[src/rtl/dma_ctrl_if.sv]
`default_nettype none
// ============================================================================
//  Module      : dma_ctrl_if
//  Description : Command, memory-master and PIM bundle for dma_ctrl.
//                The master modport is the DMA engine's view; the slave
//                modport is the view of the surrounding system.
//                o_dma_err exists only when DMA_ERR_EN is defined.
//  Revision    : 1.0  initial release
// ============================================================================
interface dma_ctrl_if #(
    parameter int XLEN   = 32,
    parameter int PIM_AW = 11
);
    // Command
    logic              i_dma_en;
    logic [2:0]        i_dma_funct3;
    logic [3:0]        i_dma_sel_pim;
    logic [12:0]       i_dma_size;
    logic [XLEN-1:0]   i_dma_mem_addr;
    logic              o_dma_busy;
`ifdef DMA_ERR_EN
    logic              o_dma_err;
`endif
    // Memory master
    logic              o_mem_req;
    logic              i_mem_gnt;
    logic [XLEN-1:0]   o_mem_addr;
    logic [XLEN-1:0]   o_mem_wr_data;
    logic [XLEN-1:0]   i_mem_rd_data;
    logic              o_mem_read;
    logic              o_mem_write;
    logic [3:0]        o_mem_size;
    // PIM
    logic [3:0]        o_pim_sel;
    logic [PIM_AW-1:0] o_pim_addr;
    logic              o_pim_wr_en;
    logic [XLEN-1:0]   o_pim_wr_data;
    logic              o_pim_rd_en;
    logic [XLEN-1:0]   i_pim_rd_data;

    modport master (
        input  i_dma_en, i_dma_funct3, i_dma_sel_pim, i_dma_size, i_dma_mem_addr,
        output o_dma_busy,
`ifdef DMA_ERR_EN
        output o_dma_err,
`endif
        output o_mem_req, o_mem_addr, o_mem_wr_data, o_mem_read, o_mem_write, o_mem_size,
        input  i_mem_gnt, i_mem_rd_data,
        output o_pim_sel, o_pim_addr, o_pim_wr_en, o_pim_wr_data, o_pim_rd_en,
        input  i_pim_rd_data
    );

    modport slave (
        output i_dma_en, i_dma_funct3, i_dma_sel_pim, i_dma_size, i_dma_mem_addr,
        input  o_dma_busy,
`ifdef DMA_ERR_EN
        input  o_dma_err,
`endif
        input  o_mem_req, o_mem_addr, o_mem_wr_data, o_mem_read, o_mem_write, o_mem_size,
        output i_mem_gnt, i_mem_rd_data,
        input  o_pim_sel, o_pim_addr, o_pim_wr_en, o_pim_wr_data, o_pim_rd_en,
        output i_pim_rd_data
    );
endinterface
`default_nettype wire

[src/rtl/dma_ctrl.sv]
`default_nettype none
// ============================================================================
//  Module      : dma_ctrl
//  Description : Word-wise DMA between system memory and a PIM bank.
//                LOAD (funct3=000) copies memory -> PIM, STORE (001) copies
//                PIM -> memory, one 32-bit word per RD -> CAP -> WR pass.
//                Optional macro DMA_ERR_EN adds a sticky o_dma_err flag for
//                illegal funct3 / misaligned address commands.
//  Revision    : 1.0  initial release
// ============================================================================
module dma_ctrl #(
    parameter int XLEN   = 32,
    parameter int PIM_AW = 11
) (
    input  wire logic  i_clk,
    input  wire logic  i_rst_n,
    dma_ctrl_if.master bus
);
    localparam logic [2:0] c_ST_IDLE = 3'd0;
    localparam logic [2:0] c_ST_RD   = 3'd1;
    localparam logic [2:0] c_ST_CAP  = 3'd2;
    localparam logic [2:0] c_ST_WR   = 3'd3;
    localparam logic [2:0] c_ST_DONE = 3'd4;

    localparam logic [2:0] c_F3_LOAD  = 3'b000;
    localparam logic [2:0] c_F3_STORE = 3'b001;
    localparam logic [3:0] c_ALL_BYTES = 4'b1111;

    logic [2:0]        r_state;
    logic [2:0]        w_next;
    logic              r_store;
    logic [3:0]        r_sel;
    logic [10:0]       r_nwords;
    logic [10:0]       r_k;
    logic [XLEN-1:0]   r_base;
    logic [XLEN-1:0]   r_data;
    logic              r_busy;

    logic              w_accept;
    logic              w_cmd_legal;
    logic              w_cmd_empty;
    logic [10:0]       w_cmd_words;
    logic              w_last;
    logic [XLEN-1:0]   w_addr_k;
    logic [PIM_AW-1:0] w_idx_k;

    logic              w_mem_req;
    logic              w_mem_read;
    logic              w_mem_write;
    logic [XLEN-1:0]   w_mem_addr;
    logic [XLEN-1:0]   w_mem_wr_data;
    logic [PIM_AW-1:0] w_pim_addr;
    logic              w_pim_wr_en;
    logic [XLEN-1:0]   w_pim_wr_data;
    logic              w_pim_rd_en;

    // Size bits [1:0] never matter; address bits [1:0] only feed the error check.
    logic              w_unused;
    assign w_unused = &{1'b0, bus.i_dma_size[1:0], bus.i_dma_mem_addr[1:0]};

    assign w_accept    = (r_state == c_ST_IDLE) && bus.i_dma_en;
    assign w_cmd_legal = (bus.i_dma_funct3 == c_F3_LOAD) || (bus.i_dma_funct3 == c_F3_STORE);
    assign w_cmd_words = bus.i_dma_size[12:2];

`ifdef DMA_ERR_EN
    logic w_cmd_bad;
    logic r_err;
    assign w_cmd_bad   = !w_cmd_legal || (bus.i_dma_mem_addr[1:0] != 2'b00);
    assign w_cmd_empty = w_cmd_bad || (w_cmd_words == 11'd0);

    // Sticky error flag, re-evaluated on every accepted command
    always_ff @(posedge i_clk or negedge i_rst_n) begin
        if (!i_rst_n)      r_err <= 1'b0;
        else if (w_accept) r_err <= w_cmd_bad;
    end
    assign bus.o_dma_err = r_err;
`else
    // Without error reporting an illegal direction behaves like an empty transfer
    assign w_cmd_empty = !w_cmd_legal || (w_cmd_words == 11'd0);
`endif

    assign w_last   = (r_k == (r_nwords - 11'd1));
    assign w_addr_k = r_base + (XLEN'(r_k) << 2);
    assign w_idx_k  = PIM_AW'(r_k);

    // State register
    always_ff @(posedge i_clk or negedge i_rst_n) begin
        if (!i_rst_n) r_state <= c_ST_IDLE;
        else          r_state <= w_next;
    end

    // Next-state: memory phases wait for grant, PIM phases take one cycle
    always_comb begin
        w_next = r_state;
        case (r_state)
            c_ST_IDLE: if (w_accept) w_next = w_cmd_empty ? c_ST_DONE : c_ST_RD;
            c_ST_RD:   if (r_store || bus.i_mem_gnt) w_next = c_ST_CAP;
            c_ST_CAP:  w_next = c_ST_WR;
            c_ST_WR:   if (!r_store || bus.i_mem_gnt) w_next = w_last ? c_ST_DONE : c_ST_RD;
            c_ST_DONE: w_next = c_ST_IDLE;
            default:   w_next = c_ST_IDLE;
        endcase
    end

    // Command latch, word counter, data capture and registered busy
    always_ff @(posedge i_clk or negedge i_rst_n) begin
        if (!i_rst_n) begin
            r_store  <= 1'b0;
            r_sel    <= 4'b0000;
            r_nwords <= '0;
            r_k      <= '0;
            r_base   <= '0;
            r_data   <= '0;
            r_busy   <= 1'b0;
        end else begin
            r_busy <= (w_next != c_ST_IDLE);
            if (w_accept) begin
                r_store  <= (bus.i_dma_funct3 == c_F3_STORE);
                r_sel    <= bus.i_dma_sel_pim;
                r_nwords <= w_cmd_words;
                r_base   <= {bus.i_dma_mem_addr[XLEN-1:2], 2'b00};
                r_k      <= '0;
            end
            if (r_state == c_ST_CAP)
                r_data <= r_store ? bus.i_pim_rd_data : bus.i_mem_rd_data;
            if ((r_state == c_ST_WR) && (w_next == c_ST_RD))
                r_k <= r_k + 11'd1;
        end
    end

    // Output decode: only the strobes of the current phase are driven
    always_comb begin
        w_mem_req     = 1'b0;
        w_mem_read    = 1'b0;
        w_mem_write   = 1'b0;
        w_mem_addr    = '0;
        w_mem_wr_data = '0;
        w_pim_addr    = '0;
        w_pim_wr_en   = 1'b0;
        w_pim_wr_data = '0;
        w_pim_rd_en   = 1'b0;
        case (r_state)
            c_ST_RD: begin
                if (r_store) begin
                    w_pim_rd_en = 1'b1;
                    w_pim_addr  = w_idx_k;
                end else begin
                    w_mem_req  = 1'b1;
                    w_mem_read = 1'b1;
                    w_mem_addr = w_addr_k;
                end
            end
            c_ST_WR: begin
                if (r_store) begin
                    w_mem_req     = 1'b1;
                    w_mem_write   = 1'b1;
                    w_mem_addr    = w_addr_k;
                    w_mem_wr_data = r_data;
                end else begin
                    w_pim_wr_en   = 1'b1;
                    w_pim_addr    = w_idx_k;
                    w_pim_wr_data = r_data;
                end
            end
            default: ;
        endcase
    end

    assign bus.o_dma_busy    = r_busy;
    assign bus.o_mem_req     = w_mem_req;
    assign bus.o_mem_read    = w_mem_read;
    assign bus.o_mem_write   = w_mem_write;
    assign bus.o_mem_addr    = w_mem_addr;
    assign bus.o_mem_wr_data = w_mem_wr_data;
    assign bus.o_mem_size    = w_mem_req ? c_ALL_BYTES : 4'b0000;
    assign bus.o_pim_sel     = (r_state != c_ST_IDLE) ? r_sel : 4'b0000;
    assign bus.o_pim_addr    = w_pim_addr;
    assign bus.o_pim_wr_en   = w_pim_wr_en;
    assign bus.o_pim_wr_data = w_pim_wr_data;
    assign bus.o_pim_rd_en   = w_pim_rd_en;
endmodule
`default_nettype wire

[src/flat_wrapper.sv]
// flat-port wrapper written by rule: the top's interface ports become plain ports
module dma_ctrl_flat 
#(
    parameter int XLEN   = 32,
    parameter int PIM_AW = 11
)
  (i_clk, i_rst_n, bus_i_dma_en, bus_i_dma_funct3, bus_i_dma_sel_pim, bus_i_dma_size, bus_i_dma_mem_addr, bus_o_dma_busy, bus_o_mem_req, bus_o_mem_addr, bus_o_mem_wr_data, bus_o_mem_read, bus_o_mem_write, bus_o_mem_size, bus_i_mem_gnt, bus_i_mem_rd_data, bus_o_pim_sel, bus_o_pim_addr, bus_o_pim_wr_en, bus_o_pim_wr_data, bus_o_pim_rd_en, bus_i_pim_rd_data);
  dma_ctrl_if #(.XLEN(XLEN), .PIM_AW(PIM_AW)) bus_i ();
  input  wire logic i_clk;
  input  wire logic i_rst_n;
  input wire logic [$bits(bus_i.i_dma_en)-1:0] bus_i_dma_en;
  input wire logic [$bits(bus_i.i_dma_funct3)-1:0] bus_i_dma_funct3;
  input wire logic [$bits(bus_i.i_dma_sel_pim)-1:0] bus_i_dma_sel_pim;
  input wire logic [$bits(bus_i.i_dma_size)-1:0] bus_i_dma_size;
  input wire logic [$bits(bus_i.i_dma_mem_addr)-1:0] bus_i_dma_mem_addr;
  output wire logic [$bits(bus_i.o_dma_busy)-1:0] bus_o_dma_busy;
  output wire logic [$bits(bus_i.o_mem_req)-1:0] bus_o_mem_req;
  output wire logic [$bits(bus_i.o_mem_addr)-1:0] bus_o_mem_addr;
  output wire logic [$bits(bus_i.o_mem_wr_data)-1:0] bus_o_mem_wr_data;
  output wire logic [$bits(bus_i.o_mem_read)-1:0] bus_o_mem_read;
  output wire logic [$bits(bus_i.o_mem_write)-1:0] bus_o_mem_write;
  output wire logic [$bits(bus_i.o_mem_size)-1:0] bus_o_mem_size;
  input wire logic [$bits(bus_i.i_mem_gnt)-1:0] bus_i_mem_gnt;
  input wire logic [$bits(bus_i.i_mem_rd_data)-1:0] bus_i_mem_rd_data;
  output wire logic [$bits(bus_i.o_pim_sel)-1:0] bus_o_pim_sel;
  output wire logic [$bits(bus_i.o_pim_addr)-1:0] bus_o_pim_addr;
  output wire logic [$bits(bus_i.o_pim_wr_en)-1:0] bus_o_pim_wr_en;
  output wire logic [$bits(bus_i.o_pim_wr_data)-1:0] bus_o_pim_wr_data;
  output wire logic [$bits(bus_i.o_pim_rd_en)-1:0] bus_o_pim_rd_en;
  input wire logic [$bits(bus_i.i_pim_rd_data)-1:0] bus_i_pim_rd_data;
  assign bus_i.i_dma_en = bus_i_dma_en;
  assign bus_i.i_dma_funct3 = bus_i_dma_funct3;
  assign bus_i.i_dma_sel_pim = bus_i_dma_sel_pim;
  assign bus_i.i_dma_size = bus_i_dma_size;
  assign bus_i.i_dma_mem_addr = bus_i_dma_mem_addr;
  assign bus_o_dma_busy = bus_i.o_dma_busy;
  assign bus_o_mem_req = bus_i.o_mem_req;
  assign bus_o_mem_addr = bus_i.o_mem_addr;
  assign bus_o_mem_wr_data = bus_i.o_mem_wr_data;
  assign bus_o_mem_read = bus_i.o_mem_read;
  assign bus_o_mem_write = bus_i.o_mem_write;
  assign bus_o_mem_size = bus_i.o_mem_size;
  assign bus_i.i_mem_gnt = bus_i_mem_gnt;
  assign bus_i.i_mem_rd_data = bus_i_mem_rd_data;
  assign bus_o_pim_sel = bus_i.o_pim_sel;
  assign bus_o_pim_addr = bus_i.o_pim_addr;
  assign bus_o_pim_wr_en = bus_i.o_pim_wr_en;
  assign bus_o_pim_wr_data = bus_i.o_pim_wr_data;
  assign bus_o_pim_rd_en = bus_i.o_pim_rd_en;
  assign bus_i.i_pim_rd_data = bus_i_pim_rd_data;
  dma_ctrl #(.XLEN(XLEN), .PIM_AW(PIM_AW)) u_core (.i_clk(i_clk), .i_rst_n(i_rst_n), .bus(bus_i));
endmodule
[config.mk]
export PLATFORM = sky130hd
export DESIGN_NAME = dma_ctrl_flat
export DESIGN_NICKNAME = d
export VERILOG_FILES = /design/src/rtl/dma_ctrl_if.sv /design/src/rtl/dma_ctrl.sv /design/src/flat_wrapper.sv
export SDC_FILE = /design/constraint.sdc
export NUM_CORES = 1
export LEC_CHECK = 0
export ABC_AREA = 1
export CAP_MARGIN = 5
export CORE_ASPECT_RATIO = 0.75
export CORE_UTILIZATION = 30
export DETAILED_ROUTE_END_ITERATION = 16
export PLACE_DENSITY = 0.55
export REMOVE_ABC_BUFFERS = 1
export SETUP_SLACK_MARGIN = 0.05
export SYNTH_ARGS = -nofsm -noshare
export SYNTH_HDL_FRONTEND = slang
export SYNTH_SLANG_ARGS = --single-unit
[constraint.sdc]
create_clock -name i_clk -period 2.55 [get_ports i_clk]
set_input_delay 0.255 -clock i_clk [delete_from_list [all_inputs] [get_ports i_clk]]
set_output_delay 0.255 -clock i_clk [all_outputs]
set_load 0.1 [all_outputs]
==> results of run 1 <==
-- flip-flops by register name (all words and copies together), names as in the netlist --
name / flops
u_core.r_nwords: 11
u_core.r_data: 32
u_core.r_base: 30
u_core.bus.o_dma_busy: 1
u_core.r_k: 11
u_core.r_state: 3
u_core.r_sel: 4
u_core.r_store: 1
-- final timing paths --
kind / startpoint / end / slack [ps]
worst max-delay path: u_core.r_base[2] / bus_o_mem_addr[22] / -160
worst min-delay path: i_rst_n / u_core.r_base[4] / 420
worst max register to register: u_core.r_nwords[0] / u_core.r_k[8] / 360
worst min register to register: u_core.r_nwords[10] / u_core.r_nwords[10] / 500
max in group asynchronous: i_rst_n / u_core.r_store / 1420
min in group i_clk: bus_i_dma_mem_addr[24] / u_core.r_base[24] / 430
-- power breakdown --
| part | switching [mW] | internal (mW) | total (mW) |
|---|---|---|---|
| sequential | 0.615 | 2.09 | 2.71 |
| clock | 0.655 | 0.877 | 1.53 |
| combinational | 3.96 | 2.07 | 6.03 |
-- worst register-to-register path, stage by stage (launching register included) --
cell	delay (ps)
dfrtp_1	380
inv_1	140
ha_1	300
inv_2	60
nor2_2	90
nand2_2	80
nor2_4	110
nand3_1	80
nand2_1	80
nand2_1	60
nor2_2	120
nand3_2	160
nand2_4	120
buf_12	170
nand3_1	100
o21ai_2	80
-- synthesized netlist by cell type (all sizes together) --
| library cell | n |
|---|---|
| a211oi | 1 |
| a21boi | 2 |
| a21o | 2 |
| a21oi | 23 |
| a31oi | 35 |
| buf | 20 |
| clkbuf | 22 |
| clkinv | 1 |
| conb | 1 |
| dfrtp | 93 |
| fa | 1 |
| ha | 13 |
| inv | 112 |
| nand2 | 270 |
| nand3 | 54 |
| nand3b | 2 |
| nand4 | 15 |
| nor2 | 184 |
| nor3 | 12 |
| nor4 | 5 |
| o211ai | 1 |
| o21ai | 54 |
| o21bai | 1 |
| or3b | 1 |
| xnor2 | 6 |
| xor2 | 7 |
-- cell families (layout without fill, tap and decap cells) --
group,count (synthesis),after routing
compound gates,119,119
fa+ha+maj,14,14
xor+xnor,13,13
simple gates,543,543
buf+inv,155,422
flops,93,93
other cells,1,2
-- per-stage QoR --
step	area [sq um]	hold slack, ps	utilization	setup WS [ps]
finish	11400	416	0.560	-163
detailed placement	10200	257	0.503	-17.0
global route	11400	434	0.560	-279
floorplan	6040	-40.6	-	-5640
global placement	10200	255	0.503	12.7
CTS	11100	418	0.545	-119
-- layer usage --
| metal | up-vias | GRT usage | routed length [um] |
|---|---|---|---|
| met4 | 0 | 0.0481 | 253 |
| met5 | - | 0 | 0 |
| met2 | 218 | 0.331 | 10600 |
| met3 | 20 | 0.0657 | 1870 |
| li1 | 3486 | - | - |
| met1 | 3226 | 0.292 | 10600 |
-- layout make-up --
class / instances / area share
Clock buffer: 9 / 0.0198
Clock inverter: 7 / 0.00901
Inverter: 113 / 0.0374
Multi-Input combinational cell: 691 / 0.346
Sequential cell: 93 / 0.205
Tap cell: 282 / 0.0310
Timing Repair Buffer: 293 / 0.352
-- timing repair --
item	in CTS	in global routing
hold buffers	1	0
gates resized for setup	112	70
setup endpoints to repair	38	64
endpoints found under the hold margin	36	0
cloned	1	0
buffers inserted	10	7
pin swaps	32	24
==> impl_metrics.py, run 1 <==
metrics = {
    "run_status": {
        "status": "finished, violations left",
        "violations": "setup timing",
    },
    "logic_synthesis": {
        "synthMuxAreaShare": 0,
        "ys_warn_count": 0,
        "synth_area_sq_mm": 0.00626,
        "syn_area_per_cell_sq_um": 6.68,
        "synth_top_family_by_area": "simple AND/OR/NAND/NOR gates",
        "postSynthCellCount": 938,
        "netlist_top_cells_area": "dfrtp_1 37%, nand2_1 16%, nor2_1 10%",
        "synth_top_cell_by_area": "dfrtp_1",
        "synth-xor-area-share": 0.0182,
        "synth_simple_gate_area_frac": 0.365,
        "yosys.cell_types.count": 37,
        "ys_seq_elements": 93,
        "synthAdderAreaFrac": 0.0292,
        "yosysSeqAreaShare": 0.372,
        "synth_top_area_frac": 0.372,
        "synth_compound_area_frac": 0.111,
    },
    "die": {
        "initial_core_util": 0.308,
        "fp.dieH_um": 127,
        "die_x_um": 169,
        "io_pins": 241,
        "num_rows": 45,
        "core_sq_mm": 0.0203,
        "dieArea_sq_mm": 0.0215,
    },
    "sta": {
        "setup_viol": 20,
        "rsz0062_at_grt": "yes",
        "finalSetupTns_ps": -1690,
        "worst_clock_skew_ps": 9.22,
        "hold_viol": 0,
        "final.min_clock_period_ps": 2710,
        "period_share": 1.06,
        "worst_pin_slew_ps": 745,
        "slew_headroom": 0.498,
        "maxSlewViolCount": 0,
        "finalWorstSetupSlack_ps": -163,
        "fmax_ghz": 0.369,
    },
    "worst_setup_path": {
        "crit_fanout": 3,
        "critical-path-top-delay-family": "adder cells",
        "cp.arrival_ps": 2460,
        "startpoint_type": "register",
        "crit_chain": "ha_4 -> fa_2 -> nand3_2 -> nand2_2 -> a21boi_4 -> o21bai_4 -> nand2_1 -> nand2_2 -> buf_6 -> a21oi_2 -> nor2_2 -> buf_12",
        "max_stage_delay_ps": 410,
        "required_ps": 2300,
        "cp.depth": 12,
        "cp-end-kind": "output pin",
        "cp_num_buf_inv": 2,
        "cpMostUsedCell": "nand2_2",
        "r2r_cells": 15,
        "path_class": "register to output pin",
        "cpMaxStageDelayCell": "dfrtp_1",
    },
    "route": {
        "wire_per_inst_um": 15.6,
        "final_antenna_net_count": 0,
        "vias": 6950,
        "via_per_inst": 4.67,
        "drt-total-wl_um": 23300,
        "drc": 0,
        "firstDrtPassIters": 5,
        "drtIter0Drc": 358,
    },
    "placed_design": {
        "dpl.hpwl_um": 17100,
        "place.gp.congestion": 0.922,
        "dp_cells": 1455,
        "io_buffers": 234,
    },
    "pwr": {
        "pwr_density_cell_mw_per_mm2": 902,
        "ir_drop_mv": 0.487,
        "total_power_mw": 10.3,
        "p_leak_nw": 5.15,
    },
    "clocking": {
        "clkTransAtPathRegs_ps": 70,
        "numClockSinks": 93,
        "clockBufferDepth": 2,
        "h-tree-depth": 3,
        "cts_buffers": 9,
        "clockRootBuffer": "clkbuf_16",
        "clk_latency_ps": 350,
        "cts_tree": "built",
    },
    "worst_hold_path": {
        "hold_class": "input port to async pin",
    },
    "global_route": {
        "track_usage": 0.214,
        "antenna_found_initial": 0,
        "overflow": 0,
        "grt_pass1_wl_um": 35800,
        "grt_max_degree": 67,
        "grt_pass1_vias": 6747,
    },
    "final_layout": {
        "drive_gt1_frac": 0.304,
        "mostFrequentLayoutCell": "nand2_1",
        "multi_input_area_sq_mm": 0.00394,
        "regArea_sq_mm": 0.00233,
        "fin_cells": 1488,
        "nNetsFinal": 1335,
        "fillers": 1876,
        "mostFrequentLayoutCells": "251 x nand2_1, 118 x buf_12, 117 x nor2_1, 114 x clkdlybuf4s50_1, 104 x inv_1",
        "area_delta_synth_final_pct": 81.8,
        "antennaDiodeCount": 0,
    },
    "flow_run": {
        "max_cap_viol_count": 0,
    },
}
Power figures use the tool's default switching activity.
==> inputs of run 2 (changes only) <==
--- a/config.mk
+++ b/config.mk
@@ -10,6 +10,7 @@
 export CORE_ASPECT_RATIO = 0.75
 export CORE_UTILIZATION = 30
 export DETAILED_ROUTE_END_ITERATION = 16
+export GPL_TIMING_DRIVEN = 0
 export PLACE_DENSITY = 0.55
 export REMOVE_ABC_BUFFERS = 1
 export SETUP_SLACK_MARGIN = 0.05
==> run 2 against run 1 <==
Effect of this change:
- the flow still finishes with violations (setup timing)
- final area shrank 5.7%
- combinational power about the same
- register-to-register slack worse by 140 ps
- sequential share of layout area is 1.4 points higher
- critical path type unchanged
==> impl_metrics.py, run 2 (synthesis gave the netlist of run 1 again) <==
metrics = {
    "final_layout": {
        "mostFrequentLayoutCells": "246 x nand2_1, 146 x nor2_1, 115 x clkdlybuf4s50_1, 102 x inv_1, 77 x dfrtp_1",
        "regMostFlops": "u_core.r_data",
        "stdcell_area_sq_mm": 0.0107,
        "drive_gt1_frac": 0.299,
        "mostFrequentLayoutCell": "nand2_1",
        "fillers": 1984,
        "largest_register_ffs": 32,
        "area_delta_synth_final_pct": 71.4,
        "utilization": 0.528,
        "nNetsFinal": 1352,
        "reg_top3": "u_core.r_data x32, u_core.r_base x30",
        "antennaDiodeCount": 0,
    },
    "global_route": {
        "grt_max_degree": 65,
        "antenna_found_initial": 0,
        "grt_pass1_wl_um": 36000,
        "overflow": 0,
        "track_usage": 0.217,
        "grt_pass1_vias": 6448,
    },
    "worst_setup_path": {
        "cp.depth": 12,
        "crit_chain": "ha_4 -> fa_2 -> nand3_4 -> nand2_2 -> a21boi_4 -> o21bai_4 -> nand2_2 -> nand2_4 -> nand4_1 -> nand2_1 -> nor2_1 -> buf_6",
        "rr_endpoint": "u_core.bus.o_dma_busy",
        "r2r_cells": 11,
        "cpMaxStageDelayCell": "dfrtp_2",
        "cp-end-kind": "output pin",
        "critical-path-top-delay-family": "simple AND/OR/NAND/NOR gates",
        "r2r_start": "u_core.r_state[0]",
        "required_ps": 2300,
        "cp-startpoint": "u_core.r_k[0]",
        "cp_num_buf_inv": 1,
        "path_class": "register to output pin",
        "max_stage_delay_ps": 440,
        "cpMostUsedCell": "nand2_2",
        "cp.arrival_ps": 2530,
        "crit_fanout": 4,
        "crit_end": "bus_o_mem_addr[30]",
        "rrSetupSlack_ps": 220,
        "startpoint_type": "register",
    },
    "pwr": {
        "pwr_density_cell_mw_per_mm2": 951,
        "p_leak_nw": 4.95,
        "p_int_mw": 4.89,
        "clock_power_share": 0.143,
        "ir_drop_mv": 0.411,
        "pwr-share-comb": 0.587,
        "p_sw_frac": 0.522,
        "power_switching_mw": 5.33,
        "power_frac_seq": 0.270,
    },
    "sta": {
        "worst_clock_skew_ps": 16.3,
        "hold_viol": 0,
        "period_share": 1.09,
        "hold_ws_ps": 372,
        "final.min_clock_period_ps": 2780,
        "setup_viol": 22,
        "maxSlewViolCount": 0,
        "worst_pin_slew_ps": 1040,
        "fmax_ghz": 0.359,
        "rsz0062_at_grt": "yes",
        "slew_headroom": 0.302,
        "finalWorstSetupSlack_ps": -235,
    },
    "placed_design": {
        "post-place-ws_ps": -2340,
        "place.gp.congestion": 0.892,
        "post_dp_cell_area_sq_mm": 0.00885,
        "io_buffers": 234,
        "dpl.hpwl_um": 15900,
    },
    "clocking": {
        "h-tree-depth": 3,
        "clockRootBuffer": "clkbuf_16",
        "numClockSinks": 93,
        "clk_latency_ps": 360,
        "clockBufferDepth": 2,
        "cts_buffers": 9,
        "clkTransAtPathRegs_ps": 70,
        "cts_tree": "built",
    },
    "die": {
        "core_sq_mm": 0.0203,
        "io_pins": 241,
        "dieArea_sq_mm": 0.0215,
        "num_rows": 45,
        "die_x_um": 169,
        "fp.dieH_um": 127,
        "initial_core_util": 0.308,
    },
    "worst_hold_path": {
        "hold_class": "input port to async pin",
    },
    "route": {
        "firstDrtPassIters": 5,
        "drt-total-wl_um": 23800,
        "drtIter0Drc": 425,
        "via_per_inst": 4.66,
        "drc": 0,
        "wire_per_inst_um": 15.8,
        "final_antenna_net_count": 0,
        "vias": 7011,
    },
    "flow_run": {
        "max_cap_viol_count": 0,
    },
    "run_status": {
        "status": "finished, violations left",
        "violations": "setup timing",
    },
}
## run 2: cell count changes in the layout (fill, tap and decap cells not counted), moves of 12 or more
cell | before | now
buf_12 | 118 | 27
dfrtp_1 | 90 | 77
buf_4 | 53 | 69
clkdlybuf4s15_2 | 0 | 41
clkbuf_4 | 0 | 18
nor2_1 | 117 | 146
nor2_2 | 59 | 19
buf_6 | 6 | 26
dfrtp_2 | 3 | 15
## run 2: timing repair
item | 4_1_cts | 5_1_grt
hold buffers | 1 | 0
endpoints found under the hold margin | 29 | 0
cloned | 4 | 1
gates resized for setup | 740 | 122
endpoints found under the setup margin | 165 | 97
pin swaps | 30 | 20
buffers inserted | 40 | 23
## run 2: per-layer routing
metal | vias to the layer above | wire length [um] | global-route usage
met5 | - | 0 | 0
met3 | 20 | 1590 | 0.0480
met4 | 0 | 297 | 0.0567
met1 | 3246 | 11200 | 0.307
li1 | 3532 | - | -
met2 | 213 | 10700 | 0.335
## run 2: how the worst min path moves through the flow
stage                                 from                    end  slack (ps)  cells past startpoint
floorplan                          i_rst_n  u_core.bus.o_dma_busy         -40                      0
global placement          u_core.r_base[5]       u_core.r_base[5]         470                      2
detailed placement                 i_rst_n       u_core.r_base[2]         220                      1
CTS                                i_rst_n       u_core.r_base[2]         380                      2
global route        bus_i_dma_mem_addr[23]      u_core.r_base[23]         410                      3
finish                             i_rst_n       u_core.r_base[2]         370                      2
## run 2: power groups by stage
| stage | registers, mW | clock network [mW] | logic [mW] |
|---|---|---|---|
| 6_report | 2.75 | 1.46 | 6.00 |
| 3_5_place_dp | 2.73 | 0 | 4.88 |
| 3_3_place_gp | 2.74 | 0 | 4.80 |
| 4_1_cts | 2.73 | 1.50 | 5.58 |
| 5_1_grt | 2.83 | 1.55 | 6.51 |
| 2_1_floorplan | 2.59 | 0 | 3.58 |
## run 2: area by class of cell
| cell class | instances | area (sq um) | share of cell area |
|---|---|---|---|
| clock inverter | 5 | 66.3 | 0.00618 |
| clock buffer | 11 | 243 | 0.0226 |
| multi-input combinational | 694 | 4020 | 0.375 |
| sequential | 93 | 2350 | 0.219 |
| timing repair inverter | 1 | 7.51 | 0.000699 |
| timing repair buffer | 306 | 3240 | 0.302 |
| tap | 282 | 353 | 0.0329 |
| inverter | 113 | 454 | 0.0423 |
## run 2: worst reg2reg max path: stages (launching register included)
cell	delay, ps
dfrtp_1	390
buf_4	130
buf_4	140
nor3_4	340
nand2_4	190
buf_12	220
inv_4	250
nand4_1	200
o211ai_1	120
o21ai_1	120
inv_1	70
nand2_1	50
## run 2: through the flow
step	cells	power (mW)	TNS, ps
after global routing	1505	10.9	-4810
after floorplan	897	6.16	-334780
after global placement	1413	7.54	-685100
after CTS	1481	9.81	-2370
after detailed placement	1420	7.61	-170740
final	1505	10.2	-2760
==> inputs of run 3 (changes only) <==
--- a/config.mk
+++ b/config.mk
@@ -11,6 +11,7 @@
 export CORE_UTILIZATION = 30
 export DETAILED_ROUTE_END_ITERATION = 16
 export GPL_TIMING_DRIVEN = 0
+export MAX_ROUTING_LAYER = met4
 export PLACE_DENSITY = 0.55
 export REMOVE_ABC_BUFFERS = 1
 export SETUP_SLACK_MARGIN = 0.05
==> run 3 against run 2 <==
Effect of this change:
- the run still ends with setup timing left
- sequential share of layout area fell by 0.46 points
- critical path depth rose by 2
- critical path type unchanged
- fmax rose by 3.1%
- largest cell class unchanged
- clock power fell by 7%
==> impl_metrics.py, run 3 (synthesis gave the netlist of run 1 again) <==
metrics = {
    "route": {
        "drc": 0,
        "met3WireLength_um": 1400,
        "drtIter0Drc": 397,
        "wire_per_inst_um": 15.8,
        "vias": 6922,
        "drt-total-wl_um": 23500,
        "wl_met1_um": 11300,
        "final_antenna_net_count": 0,
        "via_per_inst": 4.66,
        "firstDrtPassIters": 4,
        "dr.max_layer_used": "met4",
        "wl_met2_um": 10600,
    },
    "sta": {
        "slew_headroom": 0.311,
        "setup_viol": 21,
        "maxSlewViolCount": 0,
        "hold_viol": 0,
        "rsz0062_at_grt": "yes",
        "worst_clock_skew_ps": 9.71,
        "fmax_ghz": 0.370,
        "period_share": 1.06,
        "worst_pin_slew_ps": 1030,
        "final.min_clock_period_ps": 2700,
        "finalWorstSetupSlack_ps": -152,
    },
    "clocking": {
        "cts_tree": "built",
        "clockBufferDepth": 2,
        "numClockSinks": 93,
        "clockRootBuffer": "clkbuf_16",
        "cts_buffers": 9,
        "h-tree-depth": 3,
        "clkTransAtPathRegs_ps": 70,
        "clk_latency_ps": 360,
    },
    "worst_setup_path": {
        "r2r_cells": 15,
        "cp.arrival_ps": 2450,
        "max_stage_delay_ps": 440,
        "crit_chain": "ha_4 -> fa_2 -> nand3_4 -> nor2_4 -> nand2_2 -> nand3_4 -> nand2_4 -> nand2_4 -> nand2_2 -> nor2_2 -> nand3_1 -> nand2_1 -> nor2_1 -> buf_6",
        "path_class": "register to output pin",
        "crit_fanout": 3,
        "required_ps": 2300,
        "startpoint_type": "register",
        "cpMaxStageDelayCell": "dfrtp_2",
        "cp.depth": 14,
        "r2r_start": "u_core.r_nwords[0]",
        "cp-end-kind": "output pin",
        "cp_num_buf_inv": 1,
        "cp-startpoint": "u_core.r_k[0]",
        "critical-path-top-delay-family": "simple AND/OR/NAND/NOR gates",
    },
    "die": {
        "num_rows": 45,
        "io_pins": 241,
        "initial_core_util": 0.308,
        "fp.dieH_um": 127,
        "dieArea_sq_mm": 0.0215,
        "core_sq_mm": 0.0203,
        "die_x_um": 169,
    },
    "pwr": {
        "ir_drop_mv": 0.493,
        "pwr_density_cell_mw_per_mm2": 930,
        "p_leak_nw": 5.00,
    },
    "global_route": {
        "grt_pass1_vias": 6460,
        "grt_pass1_wl_um": 35400,
        "grt_max_degree": 63,
        "overflow": 0,
        "track_usage": 0.220,
        "antenna_found_initial": 0,
    },
    "placed_design": {
        "place.gp.congestion": 0.898,
        "dp_cells": 1420,
        "post_dp_cell_area_sq_mm": 0.00886,
        "io_buffers": 234,
        "dpl.hpwl_um": 16200,
    },
    "final_layout": {
        "nNetsFinal": 1334,
        "area_delta_synth_final_pct": 74.9,
        "mostFrequentLayoutCells": "243 x nand2_1, 116 x nor2_1, 115 x clkdlybuf4s50_1, 98 x inv_1, 80 x dfrtp_1",
        "regMostFlops": "u_core.r_data",
        "stdcell_area_sq_mm": 0.0110,
        "drive_gt1_frac": 0.320,
        "largest_register_ffs": 32,
        "mostFrequentLayoutCell": "nand2_1",
        "antennaDiodeCount": 0,
        "reg_top3": "u_core.r_data x32, u_core.r_base x30",
        "fin_cells": 1487,
    },
    "worst_hold_path": {
        "hold_class": "input port to async pin",
    },
    "run_status": {
        "violations": "setup timing",
        "status": "finished, violations left",
    },
    "flow_run": {
        "max_cap_viol_count": 0,
    },
}
==> run 3: cell count changes in the layout (fill, tap and decap cells not counted), sizes merged, moves of 2 or more <==
| cell | delta |
|---|---|
| buf | +17 |
| clkinv | -2 |
| clkbuf | +3 |
| inv | +4 |
| clkdlybuf4s15 | -39 |
==> run 3: timing repair <==
item                       CTS  global route
hold buffers                 1             0
pin swaps                   30            37
resized for setup          727           356
buffers inserted            28            18
hold endpoints to repair    31             0
cloned                       4             1
setup endpoints to repair  168           113
==> run 3: power by group <==
part	internal [mW]	leakage [nW]	switching, mW	total [mW]
logic	1.97	3.77	4.08	6.05
registers	2.10	1.09	0.688	2.78
clock network	0.681	0.132	0.674	1.36
total	4.75	5.00	5.44	10.2
==> run 3: final cells by class <==
class                           instances  area [sq um]
Fill cell                            1978          9370
Multi-Input combinational cell        694          4250
Timing Repair Buffer                  288          3270
Sequential cell                        93          2350
Inverter                              113           445
Tap cell                              282           353
Clock buffer                           10           229
Clock inverter                          6          52.6
Timing Repair inverter                  1          7.51
==> run 3: path summary, 6_finish.rpt <==
check,end,slack [ps]
min reg2reg,u_core.r_nwords[10],530
min,u_core.r_base[3],400
max,bus_o_mem_addr[24],-150
min in group i_clk,u_core.r_base[27],430
max in group asynchronous,u_core.r_store,1440
max reg2reg,u_core.bus.o_dma_busy,260
==> run 3: worst reg2reg max path: cells and delay by family, from the launching register on <==
kind,cells,cell delay (ps)
fa+ha+maj,1,260
buf+inv,2,210
flops,1,380
simple gates,12,1340
==> run 3: per-layer routing <==
| metal | vias up | track usage |
|---|---|---|
| met1 | 3207 | 0.305 |
| met4 | 0 | 0.0449 |
| met2 | 183 | 0.326 |
| li1 | 3517 | - |
| met3 | 15 | 0.0489 |
| met5 | - | - |
==> run 3: stage by stage <==
step | hold slack, ps | setup TNS (ps) | utilization | setup slack (ps) | power (mW)
after floorplan | -40.6 | -334780 | - | -5640 | 6.16
after global placement | 474 | -682610 | 0.430 | -3430 | 7.54
after detailed placement | 239 | -173250 | 0.436 | -2370 | 7.64
after CTS | 398 | -2120 | 0.485 | -192 | 9.56
after global routing | 423 | -4290 | 0.539 | -260 | 10.9
final | 398 | -1700 | 0.539 | -152 | 10.2
